===== config.mk =====
export PLATFORM = sky130hd
export DESIGN_NAME = vend_ctrl_flat
export DESIGN_NICKNAME = d
export VERILOG_FILES = /design/src/rtl/vend_ctrl_if.sv /design/src/rtl/vend_ctrl.sv /design/src/flat_wrapper.sv
export SDC_FILE = /design/constraint.sdc
export NUM_CORES = 1
export LEC_CHECK = 0
export ABC_AREA = 1
export ABC_CLOCK_PERIOD_IN_PS = 6250
export BUFFER_PORTS_ARGS = -buffer_cell sky130_fd_sc_hd__buf_4
export CORE_UTILIZATION = 59
export CTS_BUF_LIST = sky130_fd_sc_hd__clkbuf_4 sky130_fd_sc_hd__clkbuf_8
export DETAILED_ROUTE_END_ITERATION = 10
export HOLD_SLACK_MARGIN = 0.12
export PLACE_DENSITY = 0.88
export SKIP_CTS_REPAIR_TIMING = 1
export SYNTH_ARGS = -nofsm -noshare
export SYNTH_HDL_FRONTEND = slang
export SYNTH_SLANG_ARGS = --single-unit

===== constraint.sdc =====
create_clock -name clock -period 6.25 [get_ports clock]
set_clock_uncertainty 0.2 [all_clocks]
set_input_delay 0.9375 -clock clock [delete_from_list [all_inputs] [get_ports clock]]
set_output_delay 0.9375 -clock clock [all_outputs]
set_load 0.05 [all_outputs]

===== src/rtl/vend_ctrl_if.sv =====
// Signal bundle between the vending controller and the coin acceptor, select
// buttons, dispenser and change hopper.
interface vend_ctrl_if;
    logic [1:0] coin;
    logic [1:0] sel;
    logic       cancel;
    // disp_req is a level request held until disp_ack is sampled high; the
    // dispense completes on the first edge where both are high, and disp_ack
    // is ignored whenever disp_req is low.
    logic       disp_ack;
    logic       disp_req;
    logic       disp_item;
    logic       change_dime;
    logic       change_nickel;
    logic       coin_reject;
    logic       short_credit;
    logic [5:0] credit;
    logic       busy;
    logic [1:0] dbg_state;

    modport master (
        output coin, sel, cancel, disp_ack,
        input  disp_req, disp_item, change_dime, change_nickel, coin_reject,
               short_credit, credit, busy, dbg_state
    );

    modport slave (
        input  coin, sel, cancel, disp_ack,
        output disp_req, disp_item, change_dime, change_nickel, coin_reject,
               short_credit, credit, busy, dbg_state
    );
endinterface


===== src/rtl/vend_ctrl.sv =====
// Two-price vending controller: accumulates coin credit, runs the dispenser
// handshake and pays change back as dime/nickel pulses.
module vend_ctrl #(
    parameter int PRICE_A    = 15,
    parameter int PRICE_B    = 20,
    parameter int MAX_CREDIT = 35,
    parameter int TIMEOUT    = 16
) (
    input  logic        clock,
    input  logic        reset,
    vend_ctrl_if.slave  bus
);
    localparam int         TW    = $clog2(TIMEOUT);
    localparam logic [5:0] PA    = 6'(PRICE_A);
    localparam logic [5:0] PB    = 6'(PRICE_B);
    localparam logic [6:0] MAXC  = 7'(MAX_CREDIT);
    localparam logic [TW-1:0] TLAST = TW'(TIMEOUT - 1);

    typedef enum logic [1:0] {
        S_IDLE     = 2'd0,
        S_CREDIT   = 2'd1,
        S_DISPENSE = 2'd2,
        S_CHANGE   = 2'd3
    } state_t;

    state_t        state_q, state_d;
    logic [5:0]    credit_q, credit_d;
    logic [TW-1:0] timer_q, timer_d;
    logic          item_q, item_d;
    logic          dime_q, dime_d;
    logic          nickel_q, nickel_d;
    logic          reject_q, reject_d;
    logic          short_q, short_d;

    logic [6:0] coin_val;
    logic [6:0] sum;
    logic       coin_in;
    logic       sel_valid;
    logic [5:0] price;

    always_comb begin
        case (bus.coin)
            2'b01:   coin_val = 7'd5;
            2'b10:   coin_val = 7'd10;
            2'b11:   coin_val = 7'd25;
            default: coin_val = 7'd0;
        endcase
        coin_in   = (bus.coin != 2'b00);
        sum       = {1'b0, credit_q} + coin_val;
        sel_valid = (bus.sel == 2'b01) || (bus.sel == 2'b10);
        price     = bus.sel[1] ? PB : PA;
    end

    always_comb begin
        state_d  = state_q;
        credit_d = credit_q;
        timer_d  = timer_q;
        item_d   = item_q;
        dime_d   = 1'b0;
        nickel_d = 1'b0;
        reject_d = 1'b0;
        short_d  = 1'b0;
        case (state_q)
            S_IDLE: begin
                credit_d = 6'd0;
                timer_d  = '0;
                if (coin_in) begin
                    if (coin_val <= MAXC) begin
                        credit_d = coin_val[5:0];
                        state_d  = S_CREDIT;
                    end else begin
                        reject_d = 1'b1;
                    end
                end
            end
            S_CREDIT: begin
                if (coin_in) begin
                    if (sum <= MAXC) credit_d = sum[5:0];
                    else             reject_d = 1'b1;
                end
                // credit_d now holds post-coin credit for refund and price checks
                if (bus.cancel) begin
                    state_d = S_CHANGE;
                    timer_d = '0;
                end else if (sel_valid) begin
                    timer_d = '0;
                    if (credit_d >= price) begin
                        credit_d = credit_d - price;
                        item_d   = bus.sel[1];
                        state_d  = S_DISPENSE;
                    end else begin
                        short_d = 1'b1;
                    end
                end else if (coin_in) begin
                    timer_d = '0;
                end else if (timer_q == TLAST) begin
                    state_d = S_CHANGE;
                    timer_d = '0;
                end else begin
                    timer_d = timer_q + 1'b1;
                end
            end
            S_DISPENSE: begin
                reject_d = coin_in;
                if (bus.disp_ack) state_d = (credit_q != 6'd0) ? S_CHANGE : S_IDLE;
            end
            S_CHANGE: begin
                reject_d = coin_in;
                if (credit_q >= 6'd10) begin
                    dime_d   = 1'b1;
                    credit_d = credit_q - 6'd10;
                end else if (credit_q != 6'd0) begin
                    nickel_d = 1'b1;
                    credit_d = credit_q - 6'd5;
                end
                if (credit_d == 6'd0) state_d = S_IDLE;
            end
            default: state_d = S_IDLE;
        endcase
    end

    always_ff @(posedge clock or posedge reset) begin
        if (reset) begin
            state_q  <= S_IDLE;
            credit_q <= 6'd0;
            timer_q  <= '0;
            item_q   <= 1'b0;
            dime_q   <= 1'b0;
            nickel_q <= 1'b0;
            reject_q <= 1'b0;
            short_q  <= 1'b0;
        end else begin
            state_q  <= state_d;
            credit_q <= credit_d;
            timer_q  <= timer_d;
            item_q   <= item_d;
            dime_q   <= dime_d;
            nickel_q <= nickel_d;
            reject_q <= reject_d;
            short_q  <= short_d;
        end
    end

    assign bus.disp_req      = (state_q == S_DISPENSE);
    assign bus.busy          = (state_q == S_DISPENSE) || (state_q == S_CHANGE);
    assign bus.disp_item     = item_q;
    assign bus.change_dime   = dime_q;
    assign bus.change_nickel = nickel_q;
    assign bus.coin_reject   = reject_q;
    assign bus.short_credit  = short_q;
    assign bus.credit        = credit_q;
    assign bus.dbg_state     = state_q;
endmodule


===== src/flat_wrapper.sv =====
// flat-port wrapper written by rule: the top's interface ports become plain ports
module vend_ctrl_flat 
#(
    parameter int PRICE_A    = 15,
    parameter int PRICE_B    = 20,
    parameter int MAX_CREDIT = 35,
    parameter int TIMEOUT    = 16
)
  (clock, reset, bus_coin, bus_sel, bus_cancel, bus_disp_ack, bus_disp_req, bus_disp_item, bus_change_dime, bus_change_nickel, bus_coin_reject, bus_short_credit, bus_credit, bus_busy, bus_dbg_state);
  vend_ctrl_if bus_i ();
  input  logic clock;
  input  logic reset;
  input wire logic [$bits(bus_i.coin)-1:0] bus_coin;
  input wire logic [$bits(bus_i.sel)-1:0] bus_sel;
  input wire logic [$bits(bus_i.cancel)-1:0] bus_cancel;
  input wire logic [$bits(bus_i.disp_ack)-1:0] bus_disp_ack;
  output wire logic [$bits(bus_i.disp_req)-1:0] bus_disp_req;
  output wire logic [$bits(bus_i.disp_item)-1:0] bus_disp_item;
  output wire logic [$bits(bus_i.change_dime)-1:0] bus_change_dime;
  output wire logic [$bits(bus_i.change_nickel)-1:0] bus_change_nickel;
  output wire logic [$bits(bus_i.coin_reject)-1:0] bus_coin_reject;
  output wire logic [$bits(bus_i.short_credit)-1:0] bus_short_credit;
  output wire logic [$bits(bus_i.credit)-1:0] bus_credit;
  output wire logic [$bits(bus_i.busy)-1:0] bus_busy;
  output wire logic [$bits(bus_i.dbg_state)-1:0] bus_dbg_state;
  assign bus_i.coin = bus_coin;
  assign bus_i.sel = bus_sel;
  assign bus_i.cancel = bus_cancel;
  assign bus_i.disp_ack = bus_disp_ack;
  assign bus_disp_req = bus_i.disp_req;
  assign bus_disp_item = bus_i.disp_item;
  assign bus_change_dime = bus_i.change_dime;
  assign bus_change_nickel = bus_i.change_nickel;
  assign bus_coin_reject = bus_i.coin_reject;
  assign bus_short_credit = bus_i.short_credit;
  assign bus_credit = bus_i.credit;
  assign bus_busy = bus_i.busy;
  assign bus_dbg_state = bus_i.dbg_state;
  vend_ctrl #(.PRICE_A(PRICE_A), .PRICE_B(PRICE_B), .MAX_CREDIT(MAX_CREDIT), .TIMEOUT(TIMEOUT)) u_core (.clock(clock), .reset(reset), .bus(bus_i));
endmodule

==> results.ini, run 1 <==
[critical_path]
crit_path_end_kind = flip-flop
r2r_cells = 20
crit_top_cell = nand2_1
critPathArrivalTime_ns = 4.22
reg2reg_from = u_core.bus.credit[0]
setup.worst_path.class = in2reg
slowest_stage = fa_1
path_cells = buf_4, ha_1, fa_1, nand3_1, nand3b_1, nand2_1, nand3_2, nand2_4, nand3_4, o21ai_0, ha_1, inv_1, fa_1, a21oi_1, nor2_1, nand3_4, nand2_4, o21ai_0, inv_1, nand2_1, nand2_1
crit_family = adder cells
cp_num_buf_inv = 3
cp_max_fo = 10
cp.required_ns = 6.23
timing.rr.end = u_core.bus.credit[5]
critical_path.max_stage_delay_ns = 0.43
r2r_setup_slack_ns = 2.25
cp-start-kind = input pin

[sta]
fmaxAchievable_ghz = 0.2360
maxSlewViolCount = 0
min_period_over_period_pct = 67.81
relSlewSlack_pct = 58.47
tightestPinTransition_ns = 0.6223
setup-tns-final_ns = 0
finalHoldViolCount = 0
rsz0062_at_grt = no
period_needed_ns = 4.238
setup_viol = 0

[global_routing]
grt_pass1_vias = 1686
grt_max_degree = 18
gr-total-overflow = 0
met3_usage_pct = 5.357
globalRouteMet1Util_pct = 36.51
grt_pass1_wl_mm = 7.479
grt_use_total_pct = 28.56
grt-busiest-layer = met2
use_met2_pct = 50.17
antenna_found_initial = 0

[status]
outcome = finished with violations
violations = DRC

[final_layout]
nFillCells = 241
area_growth_pct = 11.84
diodes = 0
drive_above_1_share_pct = 18.66
finalNetCount = 310

[cts]
ctsRootBufferMaster = clkbuf_4
clk_pin_slew_ns = 0.09
h-tree-depth = 1
clk_latency_ns = 0.28
cts_tree = built
cts_buffers = 3
clock_path_buffers = 2
cts_sinks = 17

[logic_synthesis]
synthArstFlopShare_pct = 100.0
synth.top_cell.area_share_pct = 23.27
synth_area_mm2 = 0.001828
muxShareOfSynthArea_pct = 0
synthAdderAreaFrac_pct = 12.46
synth_seq_area_share_pct = 23.27
synth_cell_types = 39
synth_compound_area_share_pct = 16.02
ys.flop_type = dfrtp_1
syn_inst = 262
synth_fp_nets = 287
synth_warnings = 0
synth-seq-cells = 17
syn_area_per_cell_um2 = 6.977
synth_xor_xnor_area_share_pct = 4.312
synth_top_family_by_area = simple AND/OR/NAND/NOR gates
synth_simple_gate_area_share_pct = 33.54
synth_area_leaders = dfrtp_1, nand2_1, ha_1, inv_1, nand3_1
synth_edf_count = 0
yosysTopAreaCell = dfrtp_1

[worst_hold_path]
hold_class = reg2reg
min_path_cells = 2
min_from = u_core.bus.disp_item
holdPathEnd = u_core.bus.disp_item

[detailed_routing]
drt_iter0_markers = 184
vias = 1823
wl_mm = 4.418
route.detailed.drc = 4
viasPerCell = 5.787
firstDrtPassIters = 8
wl_per_cell_um = 14.03
antenna_left = 0

[floorplan]
initial_utilization_pct = 64.08
dieHeight_um = 57.66
io_pins = 23
fp.dieW_um = 57.66
die_area_mm2 = 0.003325
floorplan.rows = 19
core_mm2 = 0.002853

[placed_design]
numPortBuffers = 22
dp_hpwl_mm = 3.520
gp_congestion = 0.9167

[run]
cap_violations = 0

cell type report:
type / instances / area, um2 / area share (%)
Tap cell: 31 / 38.79 / 1.897
Multi-Input combinational cell: 195 / 1212 / 59.30
Timing Repair Buffer: 22 / 165.2 / 8.078
Clock buffer: 4 / 30.03 / 1.469
Sequential cell: 17 / 425.4 / 20.81
Inverter: 46 / 172.7 / 8.446
sequential cells by signal, summed over array words and instances, names as in the netlist:
signal                    cells
u_core.bus.short_credit       1
u_core.bus.change_dime        1
u_core.timer_q                4
u_core.bus.credit             6
u_core.bus.disp_item          1
u_core.bus.dbg_state          2
u_core.bus.change_nickel      1
u_core.bus.coin_reject        1
cell usage in the layout, fill, tap and decap left out, types with 3 or more instances in the layout:
cell      Yosys  routed
a21oi_1      13      13
xnor2_1       3       3
buf_4         0      22
nand2_1      54      54
nand3_2       3       3
xor2_1        6       6
o21ai_1       5       5
nor2_1       19      19
nand4_1       9       9
o21ai_0      11      11
o22ai_1       3       3
ha_1         15      15
nand2_4       4       4
inv_1        40      40
nor2_2        4       4
dfrtp_1      17      17
nand3_1      16      16
nand2_2       3       3
a21oi_2       3       3
clkbuf_4      0       4
inv_2         5       5
metrics by stage:
step                instances  instance area [um2]  hold slack, ns  utilization (%)  setup WS (ns)
CTS                       315                 2044          0.3445            71.67          2.040
global route              315                 2044          0.3704            71.67          1.735
global placement          311                 2014          0.3181            70.61          1.898
floorplan                 262                 1828          0.2873                -          2.156
finish                    315                 2044          0.3410            71.67          2.012
detailed placement        311                 2014          0.3233            70.61          1.746
worst register-to-register path, delay by kind of cell (launching register included):
kind                     cells  cell delay, ns
adder cells (fa/ha/maj)      4            1.37
AND/OR/NAND/NOR             11            1.08
AO/OA/AOI/OAI                3            0.65
flip-flops                   1            0.48
buffers and inverters        2            0.13
metal layers:
metal,vias to the layer above,share of wire (%)
met5,-,0
met4,0,2.1
met3,12,6.8
met2,83,48
met1,820,43
li1,908,-
worst max path at each step:
| stage | depth (start not counted) | start | slack (ns) | end |
|---|---|---|---|---|
| 6_report | 21 | bus_coin[0] | 2.01 | u_core.bus.credit[5] |
| 4_1_cts | 21 | bus_coin[0] | 2.04 | u_core.bus.credit[5] |
| 3_5_place_dp | 21 | bus_coin[0] | 1.75 | u_core.bus.credit[5] |
| 2_1_floorplan | 19 | bus_coin[0] | 2.16 | u_core.bus.credit[0] |
| 3_3_place_gp | 19 | bus_coin[0] | 1.90 | u_core.bus.dbg_state[1] |
| 5_1_grt | 21 | bus_coin[0] | 1.73 | u_core.bus.credit[5] |
cell usage after synthesis (2+ instances only):
library cell,instances
nor2_2,4
inv_2,5
nand3b_1,2
fa_1,2
o22ai_1,3
o21ai_1,5
nand2_1,54
nor3_1,2
buf_2,2
o211ai_1,2
nand3_2,3
nand2_4,4
nand2_2,3
nor2_1,19
inv_1,40
nand3_1,16
a21oi_2,3
dfrtp_1,17
clkbuf_1,2
a21oi_1,13
xor2_1,6
xnor2_1,3
a21o_1,2
o21ai_0,11
nand4_1,9
a22oi_1,2
nand3_4,2
ha_1,15
logic make-up (layout without fill, tap and decap cells):
kind of cell | after synthesis | in the layout
xor gates and xnor gates | 9 | 9
AOI/OAI and AO/OA | 48 | 48
buffers and inverters | 50 | 72
and+or+nand+nor | 121 | 121
adders and majority gates | 17 | 17
DFF | 17 | 17
Power of run 1 is left out: the tool's default activity adds up to more than one toggle a clock period on the data nets, which glitch-free logic cannot reach.
==> run 2: changes to the inputs <==
- ABC_AREA: 1 -> 0
- ABC_CLOCK_PERIOD_IN_PS: 6250 -> 3600
- CORE_UTILIZATION: 59 -> 55
- PLACE_DENSITY: 0.88 -> 0.86
- clock period: 6.25 -> 3.6 ns (I/O delays scaled with it)
==> results.ini, run 2 <==
[detailed_routing]
wl_mm = 6.758  ; +53%
firstDrtPassIters = 5  ; -3
drt_iter0_markers = 280  ; +52%
viasPerCell = 6.457  ; +12%
route.detailed.drc = 0  ; -4
vias = 2331  ; +28%
wl_per_cell_um = 18.72  ; +33%
antenna_left = 0  ; unchanged

[status]
outcome = finished with violations
violations = setup timing

[sta]
setup_viol = 10  ; +10
relSlewSlack_pct = 45.20  ; -13 points
setup_ws_ns = -0.6272  ; -2.639 ns
whs_ns = 0.1370  ; -0.2040 ns
finalHoldViolCount = 0  ; unchanged
rsz0062_at_grt = yes
min_period_over_period_pct = 117.4
maxSlewViolCount = 0  ; unchanged
tightestPinTransition_ns = 0.8145  ; +0.1923 ns
fmaxAchievable_ghz = 0.2366
setup-tns-final_ns = -5.428  ; -5.428 ns
period_needed_ns = 4.227

[logic_synthesis]
muxShareOfSynthArea_pct = 3.885  ; +3.9 points
synth_edf_count = 0  ; unchanged
synth_fp_nets = 272  ; -5.2%
yosysTopAreaCell = dfrtp_1
synth_area_mm2 = 0.001997  ; +9.2%
synthAdderAreaFrac_pct = 11.40  ; -1.1 points
synth_cell_types = 68  ; +74%
yosys-top-cells-count = nor2_1, nand2_1, dfrtp_1
synth.top_cell.area_share_pct = 21.30  ; -2.0 points
ys.flop_type = dfrtp_1
synth_compound_area_share_pct = 30.64  ; +15 points
synth_simple_gate_area_share_pct = 24.75  ; -8.8 points
synth_area_leaders = dfrtp_1, ha_1, nor2_1, nand2_1, o21ai_0
syn_area_per_cell_um2 = 8.085  ; +16%
synthArstFlopShare_pct = 100.0  ; unchanged
synth-seq-cells = 17  ; unchanged
syn_inst = 247  ; -5.7%
yosysMostFrequentCell = nor2_1
synth_warnings = 0  ; unchanged
synth_top_family_by_area = compound AO/OA/AOI/OAI gates
synth_xor_xnor_area_share_pct = 2.632  ; -1.7 points
synth_seq_area_share_pct = 21.30  ; -2.0 points

[final_layout]
fin_cells = 361  ; +15%
largest_reg_flops = 6  ; unchanged
drive_above_1_share_pct = 38.10  ; +19 points
final_cell_mix = buf_4, nor2_1, nand2_1, dfrtp_1
area_growth_pct = 38.53
diodes = 0  ; unchanged
nFillCells = 231  ; -4.1%
final_common_cell = buf_4
finalNetCount = 341  ; +10%

[critical_path]
cp.required_ns = 3.59  ; -2.64 ns
crit_path_end_kind = flip-flop
r2r_cells = 18  ; -10%
setup.worst_path.class = reg2reg
cp_max_fo = 5  ; -5
cp-start-kind = flip-flop
reg2reg_from = u_core.bus.credit[0]
timing.rr.end = u_core.bus.disp_item
critPathArrivalTime_ns = 4.21  ; about the same
r2r_setup_slack_ns = -0.63  ; -2.88 ns

[global_routing]
grt_use_total_pct = 32.12  ; +3.6 points
grt_pass1_wl_mm = 9.860  ; +32%
antenna_found_initial = 1  ; +1
gr-total-overflow = 0  ; unchanged
grt_max_degree = 20  ; +2
grt_pass1_vias = 2097  ; +24%

[floorplan]
io_pins = 23  ; unchanged
fp.dieW_um = 62.26  ; +8.0%
dieHeight_um = 62.26  ; +8.0%
initial_utilization_pct = 58.46  ; -5.6 points
die_area_mm2 = 0.003876  ; +17%
floorplan.rows = 21  ; +2
core_mm2 = 0.003416  ; +20%

[worst_hold_path]
hold_class = in2async

[placed_design]
numPortBuffers = 22  ; unchanged
place_inst = 350  ; +13%
dp_hpwl_mm = 4.656  ; +32%
gp_congestion = 0.9184  ; +0.19%

[cts]
cts_sinks = 17  ; unchanged
ctsRootBufferMaster = clkbuf_4
clk_pin_slew_ns = 0.10  ; about the same
cts_tree = built
clk_latency_ns = 0.29  ; about the same
cts_buffers = 3  ; unchanged
h-tree-depth = 1  ; unchanged
clock_path_buffers = 2  ; unchanged

[run]
cap_violations = 0  ; unchanged

[run 2: metal layers]
layer	wire, um	GRT usage (%)
met5	0	0
met4	152	8.721
met3	505	5.331
met2	3344	55.22
met1	2756	41.45
[run 2: cell families (layout without fill, tap and decap cells)]
| group | after synthesis | count (layout) |
|---|---|---|
| flip-flops | 17 | 17 |
| adder cells (fa/ha/maj) | 17 | 17 |
| AO/OA/AOI/OAI | 78 | 78 |
| AND/OR/NAND/NOR | 96 | 96 |
| buffers and inverters | 26 | 94 |
| XOR/XNOR | 6 | 6 |
| multiplexers | 7 | 7 |
[run 2: per-stage QoR]
| stage | worst slack, ns | area [um2] | util [%] |
|---|---|---|---|
| after detailed placement | -0.9330 | 2556 | 74.84 |
| after CTS | -0.6249 | 2584 | 75.64 |
| after floorplan | -0.8626 | 2046 | - |
| final | -0.6272 | 2766 | 80.99 |
| after global placement | -0.7367 | 2556 | 74.84 |
| after global routing | -0.7651 | 2766 | 80.99 |
[run 2: worst max path at each step]
stage / from / endpoint / cells past startpoint
6_report: u_core.bus.credit[0] / u_core.bus.disp_item / 18
5_1_grt: u_core.bus.credit[0] / u_core.bus.credit[2] / 17
4_1_cts: bus_coin[0] / u_core.bus.credit[2] / 18
3_5_place_dp: bus_coin[0] / u_core.bus.credit[2] / 18
3_3_place_gp: bus_coin[0] / u_core.bus.credit[2] / 18
2_1_floorplan: bus_coin[0] / u_core.bus.credit[2] / 19
[run 2: area by class of cell]
cell class                      instances  area [um2]  share of cell area [%]
Tap cell                               46       57.56                   2.081
Clock inverter                          1       5.005                  0.1809
Sequential cell                        17       425.4                   15.38
Clock buffer                            3       22.52                  0.8141
Inverter                               14       52.55                   1.900
Multi-Input combinational cell        204        1618                   58.48
Timing Repair Buffer                   76       585.6                   21.17
[run 2: critical path: stages, from the launching register on]
cell	delay, ns
dfrtp_1	0.42
ha_4	0.18
fa_2	0.36
and3_4	0.16
or3_4	0.39
a221oi_4	0.26
o21a_2	0.23
mux2i_2	0.28
ha_2	0.22
inv_2	0.04
fa_2	0.33
a21o_1	0.17
nand3_2	0.11
nor2_4	0.05
o31ai_4	0.07
o22ai_4	0.13
buf_4	0.16
nand2_4	0.06
mux2_4	0.30
Power of run 2 is left out for the same reason.
==> run 3: changes to the inputs <==
- CORE_ASPECT_RATIO: not set -> 2
==> results.ini, run 3 (same netlist as run 2, synthesis figures left out) <==
[sta]
min_period_over_period_pct = 115.6  ; -1.9 points
finalHoldViolCount = 0  ; unchanged
tightestPinTransition_ns = 0.7625  ; -0.05202 ns
relSlewSlack_pct = 48.70  ; +3.5 points
setup-tns-final_ns = -4.198  ; +1.230 ns
period_needed_ns = 4.160  ; -0.06693 ns
setup_ws_ns = -0.5602  ; +0.06693 ns
rsz0062_at_grt = yes
maxSlewViolCount = 0  ; unchanged
fmaxAchievable_ghz = 0.2404  ; +1.6%
setup_viol = 10  ; unchanged

[final_layout]
final_cell_mix = buf_4, nor2_1, nand2_1, dfrtp_1
fin_cells = 362  ; +0.28%
final_area_mm2 = 0.002743  ; -0.86%
drive_above_1_share_pct = 36.94  ; -1.2 points
nFillCells = 238  ; +3.0%
diodes = 0  ; unchanged
area_growth_pct = 37.34
largest_reg_flops = 6  ; unchanged
finalNetCount = 340  ; -0.29%
final_common_cell = buf_4

[detailed_routing]
route.detailed.drc = 0  ; unchanged
vias = 2312  ; -0.82%
drt_iter0_markers = 73  ; -74%
wl_per_cell_um = 18.30  ; -2.2%
firstDrtPassIters = 4  ; -1
antenna_left = 0  ; unchanged
wl_mm = 6.626  ; -2.0%
viasPerCell = 6.387  ; -1.1%

[global_routing]
grt_use_total_pct = 36.92  ; +4.8 points
antenna_found_initial = 0  ; -1
gr-total-overflow = 0  ; unchanged
grt_max_degree = 20  ; unchanged
grt_pass1_wl_mm = 10.55  ; +7.0%
grt_pass1_vias = 2300  ; +9.7%

[cts]
cts_sinks = 17  ; unchanged
clock_path_buffers = 2  ; unchanged
clk_latency_ns = 0.26  ; -0.03 ns
ctsRootBufferMaster = clkbuf_8
cts_buffers = 3  ; unchanged
clk_pin_slew_ns = 0.07  ; -0.03 ns
h-tree-depth = 1  ; unchanged
cts_tree = built

[placed_design]
place_inst = 354  ; +1.1%
dp_hpwl_mm = 5.144  ; +10%
gp_congestion = 0.9739  ; +6.0%
numPortBuffers = 22  ; unchanged
placed_cell_area_mm2 = 0.002574  ; +0.69%

[floorplan]
fp.dieW_um = 44.61  ; -28%
initial_utilization_pct = 58.46  ; unchanged
dieHeight_um = 87.22  ; +40%
core_mm2 = 0.003416  ; unchanged
floorplan.rows = 30  ; +43%
io_pins = 23  ; unchanged
die_area_mm2 = 0.003890  ; +0.38%

[critical_path]
critPathArrivalTime_ns = 4.11  ; -0.10 ns
cp_max_fo = 5  ; unchanged
cp-start-kind = input pin
setup.worst_path.class = in2reg
cp.required_ns = 3.55  ; -0.04 ns
crit_path_end_kind = flip-flop

[status]
outcome = finished with violations
violations = setup timing

[worst_hold_path]
hold_class = in2async

[run]
cap_violations = 0  ; unchanged

==> run 3: cell type report <==
type	count	area, um2	share of cell area (%)
Tap cell	48	60.06	2.190
Clock buffer	4	48.80	1.779
Sequential cell	17	425.4	15.51
Inverter	14	52.55	1.916
Timing Repair Buffer	75	574.3	20.94
Multi-Input combinational cell	204	1582	57.66
==> run 3: worst max-delay path: stages <==
cell	delay (ns)
buf_4	0.14
ha_2	0.19
fa_2	0.34
and3_4	0.16
or3_4	0.35
a221oi_4	0.27
o21a_2	0.22
mux2i_2	0.26
ha_2	0.22
inv_2	0.04
fa_2	0.33
a21o_1	0.17
nand3_2	0.10
nor2_4	0.05
o31ai_4	0.07
o22ai_4	0.12
buf_6	0.14
buf_6	0.11
mux2i_2	0.19
o21ai_1	0.10
==> run 3: worst paths after layout <==
check	depth (start not counted)	end	from	slack, ns
worst max-delay path	20	u_core.bus.credit[1]	bus_coin[0]	-0.56
worst min-delay path	2	u_core.bus.disp_item	reset	0.16
worst max register to register	19	u_core.bus.credit[1]	u_core.bus.credit[0]	-0.54
worst min register to register	1	u_core.timer_q[3]	u_core.timer_q[3]	0.30
max in group asynchronous	2	u_core.bus.credit[4]	reset	2.61
min in group clock	1	u_core.timer_q[3]	u_core.timer_q[3]	0.30
==> run 3: through the flow <==
step | util [%] | worst slack [ns] | hold slack [ns]
finish | 80.29 | -0.5602 | 0.1649
global route | 80.29 | -0.7072 | 0.2253
CTS | 76.78 | -0.6149 | 0.1877
detailed placement | 75.35 | -0.8675 | 0.2803
global placement | 75.35 | -0.7328 | 0.2708
floorplan | - | -0.8626 | 0.2512
==> run 3: per-layer routing <==
layer / up-vias / global-route usage [%] / wire, um
li1: 1071 / - / -
met1: 1104 / 38.24 / 2295
met2: 97 / 67.65 / 3658
met3: 40 / 3.734 / 280
met4: 0 / 21.49 / 392
met5: - / 0 / 0
Power of run 3 is left out for the same reason.
